`src/rtl/vram_arbiter_if.sv`:
```
// Bus bundle between the VRAM arbiter, its two requesters (video fetch, host port)
// and the single-port VRAM BRAM. The arbiter takes the slave view.
interface vram_arbiter_if #(
  parameter int unsigned ADDR_W = 16,
  parameter int unsigned DATA_W = 8
);
  logic              vid_req;
  logic [ADDR_W-1:0] vid_addr;
  logic [DATA_W-1:0] vid_data;
  logic              vid_valid;

  logic              host_req;
  logic              host_we;
  logic [ADDR_W-1:0] host_addr;
  logic [DATA_W-1:0] host_wdata;
  logic              host_ack;
  logic [DATA_W-1:0] host_rdata;
  logic              host_starved;
  logic              starve_clr;

  logic              mem_en;
  logic              mem_we;
  logic [ADDR_W-1:0] mem_addr;
  logic [DATA_W-1:0] mem_wdata;
  logic [DATA_W-1:0] mem_rdata;

  modport slave (
    input  vid_req, vid_addr, host_req, host_we, host_addr, host_wdata, starve_clr, mem_rdata,
    output vid_data, vid_valid, host_ack, host_rdata, host_starved,
           mem_en, mem_we, mem_addr, mem_wdata
  );

  modport master (
    output vid_req, vid_addr, host_req, host_we, host_addr, host_wdata, starve_clr, mem_rdata,
    input  vid_data, vid_valid, host_ack, host_rdata, host_starved,
           mem_en, mem_we, mem_addr, mem_wdata
  );
endinterface

```
`src/rtl/vram_arbiter.sv`:
```
// Single-port VRAM arbiter: video fetch has absolute priority at fixed 2-edge latency,
// the host port uses idle cycles with one access outstanding and a starvation monitor.
module vram_arbiter #(
  parameter int unsigned ADDR_W     = 16,
  parameter int unsigned DATA_W     = 8,
  parameter int unsigned STARVE_MAX = 1024,
  parameter int unsigned STARVE_W   = 11
) (
  input logic            sys_clk,
  input logic            sys_reset,
  vram_arbiter_if.slave  io_bus
);

  localparam logic [STARVE_W-1:0] StarveMax = STARVE_W'(STARVE_MAX);

  typedef struct packed {
    logic valid;
    logic host;   // 0 = video owner, 1 = host owner
    logic rd;
  } tag_t;

  logic              w_vid_grant;
  logic              w_host_grant;
  logic              w_host_wait;
  logic              w_host_done;
  logic              w_vid_done;

  logic              r_mem_en;
  logic              r_mem_we;
  logic [ADDR_W-1:0] r_mem_addr;
  logic [DATA_W-1:0] r_mem_wdata;
  tag_t              r_tag1;
  tag_t              r_tag2;
  logic              r_vid_valid;
  logic [DATA_W-1:0] r_vid_data;
  logic              r_host_ack;
  logic [DATA_W-1:0] r_host_rdata;
  logic              r_host_busy;
  logic [STARVE_W-1:0] r_starve_cnt;
  logic              r_host_starved;

  assign w_vid_grant  = io_bus.vid_req;
  assign w_host_grant = ~io_bus.vid_req & io_bus.host_req & ~r_host_busy;
  assign w_host_wait  = io_bus.host_req & ~r_host_busy & ~w_host_grant;
  assign w_vid_done   = r_tag2.valid & ~r_tag2.host;
  assign w_host_done  = r_tag2.valid & r_tag2.host;

  always_ff @(posedge sys_clk or negedge sys_reset) begin
    if (!sys_reset) begin
      r_mem_en       <= 1'b0;
      r_mem_we       <= 1'b0;
      r_mem_addr     <= '0;
      r_mem_wdata    <= '0;
      r_tag1         <= '0;
      r_tag2         <= '0;
      r_vid_valid    <= 1'b0;
      r_vid_data     <= '0;
      r_host_ack     <= 1'b0;
      r_host_rdata   <= '0;
      r_host_busy    <= 1'b0;
      r_starve_cnt   <= '0;
      r_host_starved <= 1'b0;
    end else begin
      r_mem_en <= w_vid_grant | w_host_grant;
      r_mem_we <= w_host_grant & io_bus.host_we;
      if (w_vid_grant) begin
        r_mem_addr <= io_bus.vid_addr;
      end else if (w_host_grant) begin
        r_mem_addr  <= io_bus.host_addr;
        r_mem_wdata <= io_bus.host_wdata;
      end

      // Tag travels alongside the BRAM's one-cycle read so results land 2 edges after grant.
      r_tag1 <= '{valid: w_vid_grant | w_host_grant,
                  host:  w_host_grant,
                  rd:    w_vid_grant | ~io_bus.host_we};
      r_tag2 <= r_tag1;

      r_vid_valid <= w_vid_done;
      if (w_vid_done) r_vid_data <= io_bus.mem_rdata;

      r_host_ack <= w_host_done;
      if (w_host_done && r_tag2.rd) r_host_rdata <= io_bus.mem_rdata;

      if (w_host_grant) begin
        r_host_busy <= 1'b1;
      end else if (w_host_done) begin
        r_host_busy <= 1'b0;
      end

      // Clear beats a simultaneous set; the flag is sticky otherwise.
      if (io_bus.starve_clr) begin
        r_starve_cnt   <= '0;
        r_host_starved <= 1'b0;
      end else if (w_host_grant) begin
        r_starve_cnt <= '0;
      end else if (w_host_wait && (r_starve_cnt != StarveMax)) begin
        r_starve_cnt <= r_starve_cnt + 1'b1;
        if ((r_starve_cnt + 1'b1) == StarveMax) r_host_starved <= 1'b1;
      end
    end
  end

  assign io_bus.mem_en       = r_mem_en;
  assign io_bus.mem_we       = r_mem_we;
  assign io_bus.mem_addr     = r_mem_addr;
  assign io_bus.mem_wdata    = r_mem_wdata;
  assign io_bus.vid_valid    = r_vid_valid;
  assign io_bus.vid_data     = r_vid_data;
  assign io_bus.host_ack     = r_host_ack;
  assign io_bus.host_rdata   = r_host_rdata;
  assign io_bus.host_starved = r_host_starved;

endmodule

```
`src/flat_wrapper.sv`:
```
// flat-port wrapper written by rule: the top's interface ports become plain ports
module vram_arbiter_flat 
#(
  parameter int unsigned ADDR_W     = 16,
  parameter int unsigned DATA_W     = 8,
  parameter int unsigned STARVE_MAX = 1024,
  parameter int unsigned STARVE_W   = 11
)
  (sys_clk, sys_reset, io_bus_vid_req, io_bus_vid_addr, io_bus_host_req, io_bus_host_we, io_bus_host_addr, io_bus_host_wdata, io_bus_starve_clr, io_bus_mem_rdata, io_bus_vid_data, io_bus_vid_valid, io_bus_host_ack, io_bus_host_rdata, io_bus_host_starved, io_bus_mem_en, io_bus_mem_we, io_bus_mem_addr, io_bus_mem_wdata);
  vram_arbiter_if #(.ADDR_W(ADDR_W), .DATA_W(DATA_W)) io_bus_i ();
  input logic sys_clk;
  input logic sys_reset;
  input wire logic [$bits(io_bus_i.vid_req)-1:0] io_bus_vid_req;
  input wire logic [$bits(io_bus_i.vid_addr)-1:0] io_bus_vid_addr;
  input wire logic [$bits(io_bus_i.host_req)-1:0] io_bus_host_req;
  input wire logic [$bits(io_bus_i.host_we)-1:0] io_bus_host_we;
  input wire logic [$bits(io_bus_i.host_addr)-1:0] io_bus_host_addr;
  input wire logic [$bits(io_bus_i.host_wdata)-1:0] io_bus_host_wdata;
  input wire logic [$bits(io_bus_i.starve_clr)-1:0] io_bus_starve_clr;
  input wire logic [$bits(io_bus_i.mem_rdata)-1:0] io_bus_mem_rdata;
  output wire logic [$bits(io_bus_i.vid_data)-1:0] io_bus_vid_data;
  output wire logic [$bits(io_bus_i.vid_valid)-1:0] io_bus_vid_valid;
  output wire logic [$bits(io_bus_i.host_ack)-1:0] io_bus_host_ack;
  output wire logic [$bits(io_bus_i.host_rdata)-1:0] io_bus_host_rdata;
  output wire logic [$bits(io_bus_i.host_starved)-1:0] io_bus_host_starved;
  output wire logic [$bits(io_bus_i.mem_en)-1:0] io_bus_mem_en;
  output wire logic [$bits(io_bus_i.mem_we)-1:0] io_bus_mem_we;
  output wire logic [$bits(io_bus_i.mem_addr)-1:0] io_bus_mem_addr;
  output wire logic [$bits(io_bus_i.mem_wdata)-1:0] io_bus_mem_wdata;
  assign io_bus_i.vid_req = io_bus_vid_req;
  assign io_bus_i.vid_addr = io_bus_vid_addr;
  assign io_bus_i.host_req = io_bus_host_req;
  assign io_bus_i.host_we = io_bus_host_we;
  assign io_bus_i.host_addr = io_bus_host_addr;
  assign io_bus_i.host_wdata = io_bus_host_wdata;
  assign io_bus_i.starve_clr = io_bus_starve_clr;
  assign io_bus_i.mem_rdata = io_bus_mem_rdata;
  assign io_bus_vid_data = io_bus_i.vid_data;
  assign io_bus_vid_valid = io_bus_i.vid_valid;
  assign io_bus_host_ack = io_bus_i.host_ack;
  assign io_bus_host_rdata = io_bus_i.host_rdata;
  assign io_bus_host_starved = io_bus_i.host_starved;
  assign io_bus_mem_en = io_bus_i.mem_en;
  assign io_bus_mem_we = io_bus_i.mem_we;
  assign io_bus_mem_addr = io_bus_i.mem_addr;
  assign io_bus_mem_wdata = io_bus_i.mem_wdata;
  vram_arbiter #(.ADDR_W(ADDR_W), .DATA_W(DATA_W), .STARVE_MAX(STARVE_MAX), .STARVE_W(STARVE_W)) u_core (.sys_clk(sys_clk), .sys_reset(sys_reset), .io_bus(io_bus_i));
endmodule
```
`config.mk`:
```
export PLATFORM = sky130hd
export DESIGN_NAME = vram_arbiter_flat
export DESIGN_NICKNAME = d
export VERILOG_FILES = /design/src/rtl/vram_arbiter_if.sv /design/src/rtl/vram_arbiter.sv /design/src/flat_wrapper.sv
export SDC_FILE = /design/constraint.sdc
export NUM_CORES = 1
export LEC_CHECK = 0
export CAP_MARGIN = 20
export CORE_MARGIN = 2
export CORE_UTILIZATION = 45
export CTS_BUF_LIST = sky130_fd_sc_hd__clkbuf_8
export DETAILED_ROUTE_END_ITERATION = 8
export HOLD_SLACK_MARGIN = 0.1
export PLACE_DENSITY = 0.81
export SLEW_MARGIN = 15
export SYNTH_ARGS = -nofsm -noshare
export SYNTH_HDL_FRONTEND = slang
export SYNTH_SLANG_ARGS = --single-unit
```
`constraint.sdc`:
```
create_clock -name sys_clk -period 2.64 [get_ports sys_clk]
set_input_delay 0.66 -clock sys_clk [delete_from_list [all_inputs] [get_ports sys_clk]]
set_output_delay 0.66 -clock sys_clk [all_outputs]
set_load 0.01 [all_outputs]
```
==> results of run 1 <==
-- cells by family (layout without fill, tap and decap cells) --
logic type,after synthesis,count (layout)
DFF,62,62
and+or+nand+nor,61,61
AOI/OAI and AO/OA,44,44
muxes,41,41
buffers and inverters,20,126
adders and majority gates,2,2
xor gates and xnor gates,2,2
-- layout by cell type (no fill, tap or decap), types with 3 or more instances in the layout --
cell type and n:
clkdlybuf4s50_1 97, dfrtp_1 62, o21ai_0 27, nand2_1 25, mux2_2 24, mux2i_1 16, inv_1 10, clkbuf_8 10
nor2_1 9, nor3_1 5, or3_1 3, nand3_1 3, nor4_1 3
-- flip-flops by register name (all words and copies together), names as in the netlist --
register	cells
u_core.io_bus.host_ack	1
u_core.io_bus.host_rdata	8
u_core.io_bus.host_starved	1
u_core.io_bus.mem_addr	16
u_core.io_bus.mem_en	1
u_core.io_bus.mem_wdata	8
u_core.io_bus.mem_we	1
u_core.io_bus.vid_data	8
u_core.io_bus.vid_valid	1
u_core.r_host_busy	1
u_core.r_starve_cnt	11
u_core.r_tag1	2
u_core.r_tag2	3
-- metal layers --
metal | up-vias | track usage
met5 | - | 0
met4 | 0 | 0.1233
met3 | 15 | 0.04286
met2 | 74 | 0.3516
met1 | 1029 | 0.2390
li1 | 1027 | -
-- report_power, final --
group / switching, mW / total [mW] / internal (mW)
Combinational: 0.391 / 1.02 / 0.629
Sequential: 0.111 / 1.29 / 1.17
Clock: 0.351 / 0.898 / 0.547
-- through the flow --
| step | utilization | std cells | hold slack, ns | power [mW] | cell area [um^2] |
|---|---|---|---|---|---|
| finish | 0.6743 | 413 | 0.3111 | 3.204 | 3969 |
| global route | 0.6743 | 413 | 0.3285 | 3.369 | 3969 |
| CTS | 0.6743 | 413 | 0.3314 | 3.234 | 3969 |
| detailed placement | 0.6378 | 397 | 0.3457 | 2.338 | 3754 |
| floorplan | - | 232 | 0.3312 | 1.739 | 2714 |
| global placement | 0.6378 | 397 | 0.3359 | 2.299 | 3754 |
-- final timing paths --
check / from / end / slack (ns) / depth (start not counted)
min in group sys_clk: u_core.r_tag1[0]$_DFF_PN0_ / u_core.r_tag2[0]$_DFF_PN0_ / 0.36 / 0
worst max-delay path: io_bus_vid_req / u_core.r_starve_cnt[8]$_DFFE_PN0P_ / 0.42 / 6
worst min register to register: u_core.r_tag1[0]$_DFF_PN0_ / u_core.r_tag2[0]$_DFF_PN0_ / 0.36 / 0
worst min-delay path: sys_reset / u_core.io_bus.mem_wdata[4]$_DFFE_PN0P_ / 0.31 / 2
worst max register to register: u_core.r_starve_cnt[7]$_DFFE_PN0P_ / u_core.r_starve_cnt[7]$_DFFE_PN0P_ / 0.54 / 5
max in group asynchronous: sys_reset / u_core.io_bus.vid_data[1]$_DFFE_PN0P_ / 2.05 / 2
-- layout make-up --
type / count / area share
inverters: 9 / 0.008512
multi-input cells: 150 / 0.2680
clock buffers: 10 / 0.03468
clock inverters: 6 / 0.01955
repair buffers: 101 / 0.2547
flip-flops and latches: 62 / 0.3909
well taps: 75 / 0.02364
==> results_dict.tcl, run 1 <==
set metrics [dict create \
    h-tree-depth 3 \
    drv_slew 0 \
    clk_pin_slew_ns 0.07 \
    clk_root_buffer_cell "clkbuf_8" \
    antenna_found_initial 0 \
    num_antenna_cells 0 \
    synth_common_cells "dfrtp_1 (62), o21ai_0 (27), nand2_1 (25), mux2_2 (24), mux2i_1 (16)" \
    wl_met3_um 344 \
    num_vias 2145 \
    cts_buffers 9 \
    min_period_ns 2.221 \
    tritoncts "yes" \
    port_buffers 98 \
    hold_buffers 0 \
    num_io_pins 99 \
    cts_resized 0 \
    crit_chain "clkdlybuf4s50_1 > inv_2 > or3_1 > nor2_2 > nand4_1 > o21ai_0" \
    hold_class "in -> async" \
    hold_violations 0 \
    syn-instance-count 232 \
    synthSimpleGateAreaFrac 0.1139 \
    required_ns 2.89 \
    dieWidth_um 81.66 \
    synth_edf_count 0 \
    cp.arrival_ns 2.47 \
    gp_congestion 0.8378 \
    rows 28 \
    synth_top_family_by_area "multiplexers" \
    drc 0 \
    synth_mux_area_frac 0.1641 \
    design.core.area_um2 5886 \
    finalWirelength_um 6454 \
    ys_types 44 \
    tns_ns 0 \
    cts_buffer_depth 2 \
    setup_slack_ns 0.4194 \
    cp_num_buf_inv 2 \
    synthArstFlopShare 1.000 \
    synth_most_common_cell "dfrtp_1" \
    setup_viol 0 \
    final_nets 389 \
    place_ws_ns 0.09322 \
    synth_compound_area_frac 0.09820 \
    yosys.area_share.adder 0.009221 \
    synthXorXnorAreaFrac 0.006455 \
    synth_top_area_frac 0.5717 \
    setup.worst_path.class "in -> reg" \
    crit_path_end_kind "flop" \
    nFillCells 442 \
    wl_met1_um 2646 \
    die_y_um 81.66 \
    netlist_top_cells_area "dfrtp_1 (57%), mux2_2 (10%), mux2i_1 (5.9%), o21ai_0 (5.0%), nand2_1 (3.5%)" \
    slowest_stage "or3_1" \
    post-cts-setup-buffer-count 0 \
    path_delay_family "simple AND/OR/NAND/NOR gates" \
    grtUsageTotal 0.2062 \
    critPathLaunchType "input port" \
    fmax_mhz 450.3 \
    wl_met2_um 3279 \
    viasPerCell 5.194 \
    ys_warn_count 0 \
    status "complete, no violations" \
    register_area_um2 1551 \
    initial_core_util 0.4611 \
    dp_hpwl_um 4639 \
    critPathMaxStageDelay_ns 0.53 \
    die-area_um2 6668 \
    grt_pass1_wl_um 10120 \
    worstPathMaxFanout 11 \
    area_growth_pct 46.24 \
    routed.top_layer "met4" \
    multi_input_area_um2 1064 \
    synthesis.nets 288 \
    first_global_vias 2115 \
    synth_area_per_cell_um2 11.70 \
    drt_iter0_markers 105 \
    yosys_most_used_dff "dfrtp_1" \
    overflow 0 \
    power_leakage_nw 1.732 \
    clk_latency_ns 0.33 \
    worstMarginPinSlew_ns 0.6865 \
    grt_setup_unrepaired "no" \
    fin_skew_ns 0.009819 \
    grt_max_degree 63 \
    powerDensity_nw_per_um2 807.2 \
    clock-sinks 62 \
    drive_gt1_frac 0.1538 \
    yosysSeqAreaShare 0.5717 \
    synth-seq-cells 62 \
    wl_per_cell_um 15.63 \
    ir_drop_uv 544.0 \
    syn-cell-area_um2 2714 \
    drt_first_pass_iters 5 \
    min_period_over_period 0.8411 \
    antenna_left 0 \
    slew_headroom 0.5406 \
    yosys.area.top_type "dfrtp_1" \
    drv_cap 0 \
]
Note: power is estimated with default switching activity, not from simulation.
==> run 2: changes to the inputs <==
==> constraint.sdc (replaced) <==
create_clock -name sys_clk -period 2.2 [get_ports sys_clk]
set_input_delay 0.55 -clock sys_clk [delete_from_list [all_inputs] [get_ports sys_clk]]
set_output_delay 0.55 -clock sys_clk [all_outputs]
set_load 0.01 [all_outputs]
==> results_dict.tcl, run 2 (synthesized netlist as in run 1, its figures left out) <==
set metrics [dict create \
    critPathMaxStageDelay_ns 0.57 \
    grtUsageTotal 0.2191 \
    grt_setup_unrepaired "no" \
    hold_class "in -> async" \
    drive_gt1_frac 0.1739 \
    first_global_vias 2204 \
    worstMarginPinSlew_ns 0.4352 \
    cp.arrival_ns 2.17 \
    clk_pin_slew_ns 0.07 \
    clock-sinks 62 \
    clk_root_buffer_cell "clkbuf_8" \
    cts_buffers 9 \
    crit_chain "or3_2 > nor3_4 > nor2_2 > buf_4 > a21o_1 > a22o_1" \
    dieWidth_um 81.66 \
    startpoint "u_core.r_starve_cnt[8]$_DFFE_PN0P_" \
    antenna_found_initial 0 \
    wl_per_cell_um 16.55 \
    status "complete, no violations" \
    p_int_mw 2.951 \
    die_y_um 81.66 \
    switching_share 0.2621 \
    pwr-share-comb 0.313 \
    cts_buffer_depth 2 \
    p_total_mw 3.999 \
    h-tree-depth 3 \
    tritoncts "yes" \
    worstPathMaxFanout 6 \
    initial_core_util 0.4611 \
    slowest_stage "or3_2" \
    drt_first_pass_iters 4 \
    cp-endpoint "u_core.r_starve_cnt[7]$_DFFE_PN0P_" \
    slew_headroom 0.7099 \
    design.core.area_um2 5886 \
    finalWirelength_um 6951 \
    drv_cap 0 \
    path_delay_family "simple AND/OR/NAND/NOR gates" \
    post-cts-setup-buffer-count 0 \
    grt_max_degree 63 \
    largest_reg_flops 16 \
    num_vias 2206 \
    timing.rr.end "u_core.r_starve_cnt[7]$_DFFE_PN0P_" \
    hold_buffers 0 \
    powerDensity_nw_per_um2 987.5 \
    fin_util 0.6881 \
    final_cell_mix "clkdlybuf4s50_1 (97), dfrtp_1 (62), o21ai_0 (27), nand2_1 (25), mux2_2 (24)" \
    min_period_over_period 0.8836 \
    num_antenna_cells 0 \
    antenna_left 0 \
    gp_congestion 0.9072 \
    fin_skew_ns 0.006331 \
    reg2reg_depth 6 \
    die-area_um2 6668 \
    reg2reg_from "u_core.r_starve_cnt[8]$_DFFE_PN0P_" \
    p_sw_mw 1.048 \
    final_common_cell "clkdlybuf4s50_1" \
    port_buffers 98 \
    drv_slew 0 \
    required_ns 2.42 \
    cp_num_buf_inv 1 \
    reg2reg_slack_ns 0.26 \
    power_leakage_nw 1.777 \
    fmax_mhz 514.4 \
    num_io_pins 99 \
    cts_resized 0 \
    path_depth 6 \
    clk_latency_ns 0.34 \
    clkPwrFrac 0.300 \
    rows 28 \
    critPathLaunchType "flop" \
    overflow 0 \
    hold_violations 0 \
    dp_hpwl_um 4829 \
    area_growth_pct 49.24 \
    final_nets 397 \
    grt_pass1_wl_um 10700 \
    seq_power_share 0.387 \
    viasPerCell 5.252 \
    drt_iter0_markers 103 \
    min_period_ns 1.944 \
    setup_viol 0 \
    crit_path_end_kind "flop" \
    setup.worst_path.class "reg -> reg" \
    drc 0 \
    ir_drop_uv 630.3 \
]
## run 2: changes by cell type in the layout (fill, tap and decap cells not counted)
| cell | previous run | this run |
|---|---|---|
| inv_1 | 10 | 9 |
| bufinv_16 | 2 | 3 |
| clkinv_2 | 2 | 1 |
| buf_4 | 2 | 10 |
## run 2: routing by layer
metal,routed length (um),global-route usage,up-vias
li1,-,-,1043
met1,2784,0.2416,1089
met2,3678,0.3926,62
met3,316,0.05714,12
met4,171,0.1033,0
met5,0,0,-
## run 2: power groups by stage
stage	clock [mW]	sequential [mW]	combinational, mW
3_3_place_gp	0	1.55	1.23
4_1_cts	1.22	1.55	1.27
6_report	1.20	1.55	1.25
2_1_floorplan	0	1.67	0.416
3_5_place_dp	0	1.57	1.26
5_1_grt	1.27	1.58	1.34
## run 2: stage by stage
step	TNS (ns)	std cells	hold slack [ns]	setup slack [ns]	cell area [um^2]
after CTS	0	420	0.2129	0.2619	4050
after global routing	0	420	0.2350	0.1119	4050
after detailed placement	-0.1534	405	0.3471	-0.05386	3814
after floorplan	0	232	0.2544	0.3490	2714
final	0	420	0.2092	0.2561	4050
after global placement	-0.003813	405	0.3346	-0.003813	3814
## run 2: area by class of cell
type                       count  area (um^2)
clock buffer                  10        137.6
clock inverter                 5        98.84
fill                         440         1836
timing repair buffer         109         1071
tap                           75        93.84
multi-input combinational    150         1064
sequential                    62         1551
inverter                       9        33.78
## run 2: worst register-to-register path: cells and delay by family (launching register included)
family	cells	cell delay, ns
and+or+nand+nor	3	0.87
DFF	1	0.46
AOI/OAI and AO/OA	2	0.37
buffers and inverters	1	0.15
## run 2: worst min-delay path by stage
stage / cells after the start / endpoint / startpoint / slack [ns]
finish: 2 / u_core.io_bus.mem_addr[11]$_DFFE_PN0P_ / sys_reset / 0.21
global route: 2 / u_core.io_bus.mem_wdata[1]$_DFFE_PN0P_ / sys_reset / 0.24
CTS: 2 / u_core.io_bus.mem_wdata[1]$_DFFE_PN0P_ / sys_reset / 0.21
detailed placement: 0 / u_core.r_tag2[0]$_DFF_PN0_ / u_core.r_tag1[0]$_DFF_PN0_ / 0.35
global placement: 0 / u_core.r_tag2[0]$_DFF_PN0_ / u_core.r_tag1[0]$_DFF_PN0_ / 0.33
floorplan: 0 / u_core.io_bus.host_ack$_DFF_PN0_ / sys_reset / 0.25
==> run 3: changes to the inputs <==
--- a/config.mk
+++ b/config.mk
@@ -5,6 +5,7 @@
 export SDC_FILE = /design/constraint.sdc
 export NUM_CORES = 1
 export LEC_CHECK = 0
+export ABC_CLOCK_PERIOD_IN_PS = 2200
 export CAP_MARGIN = 20
 export CORE_MARGIN = 2
 export CORE_UTILIZATION = 45
==> results of run 3 <==
No change in the layout: final DEF, timing and power equal those of run 2.
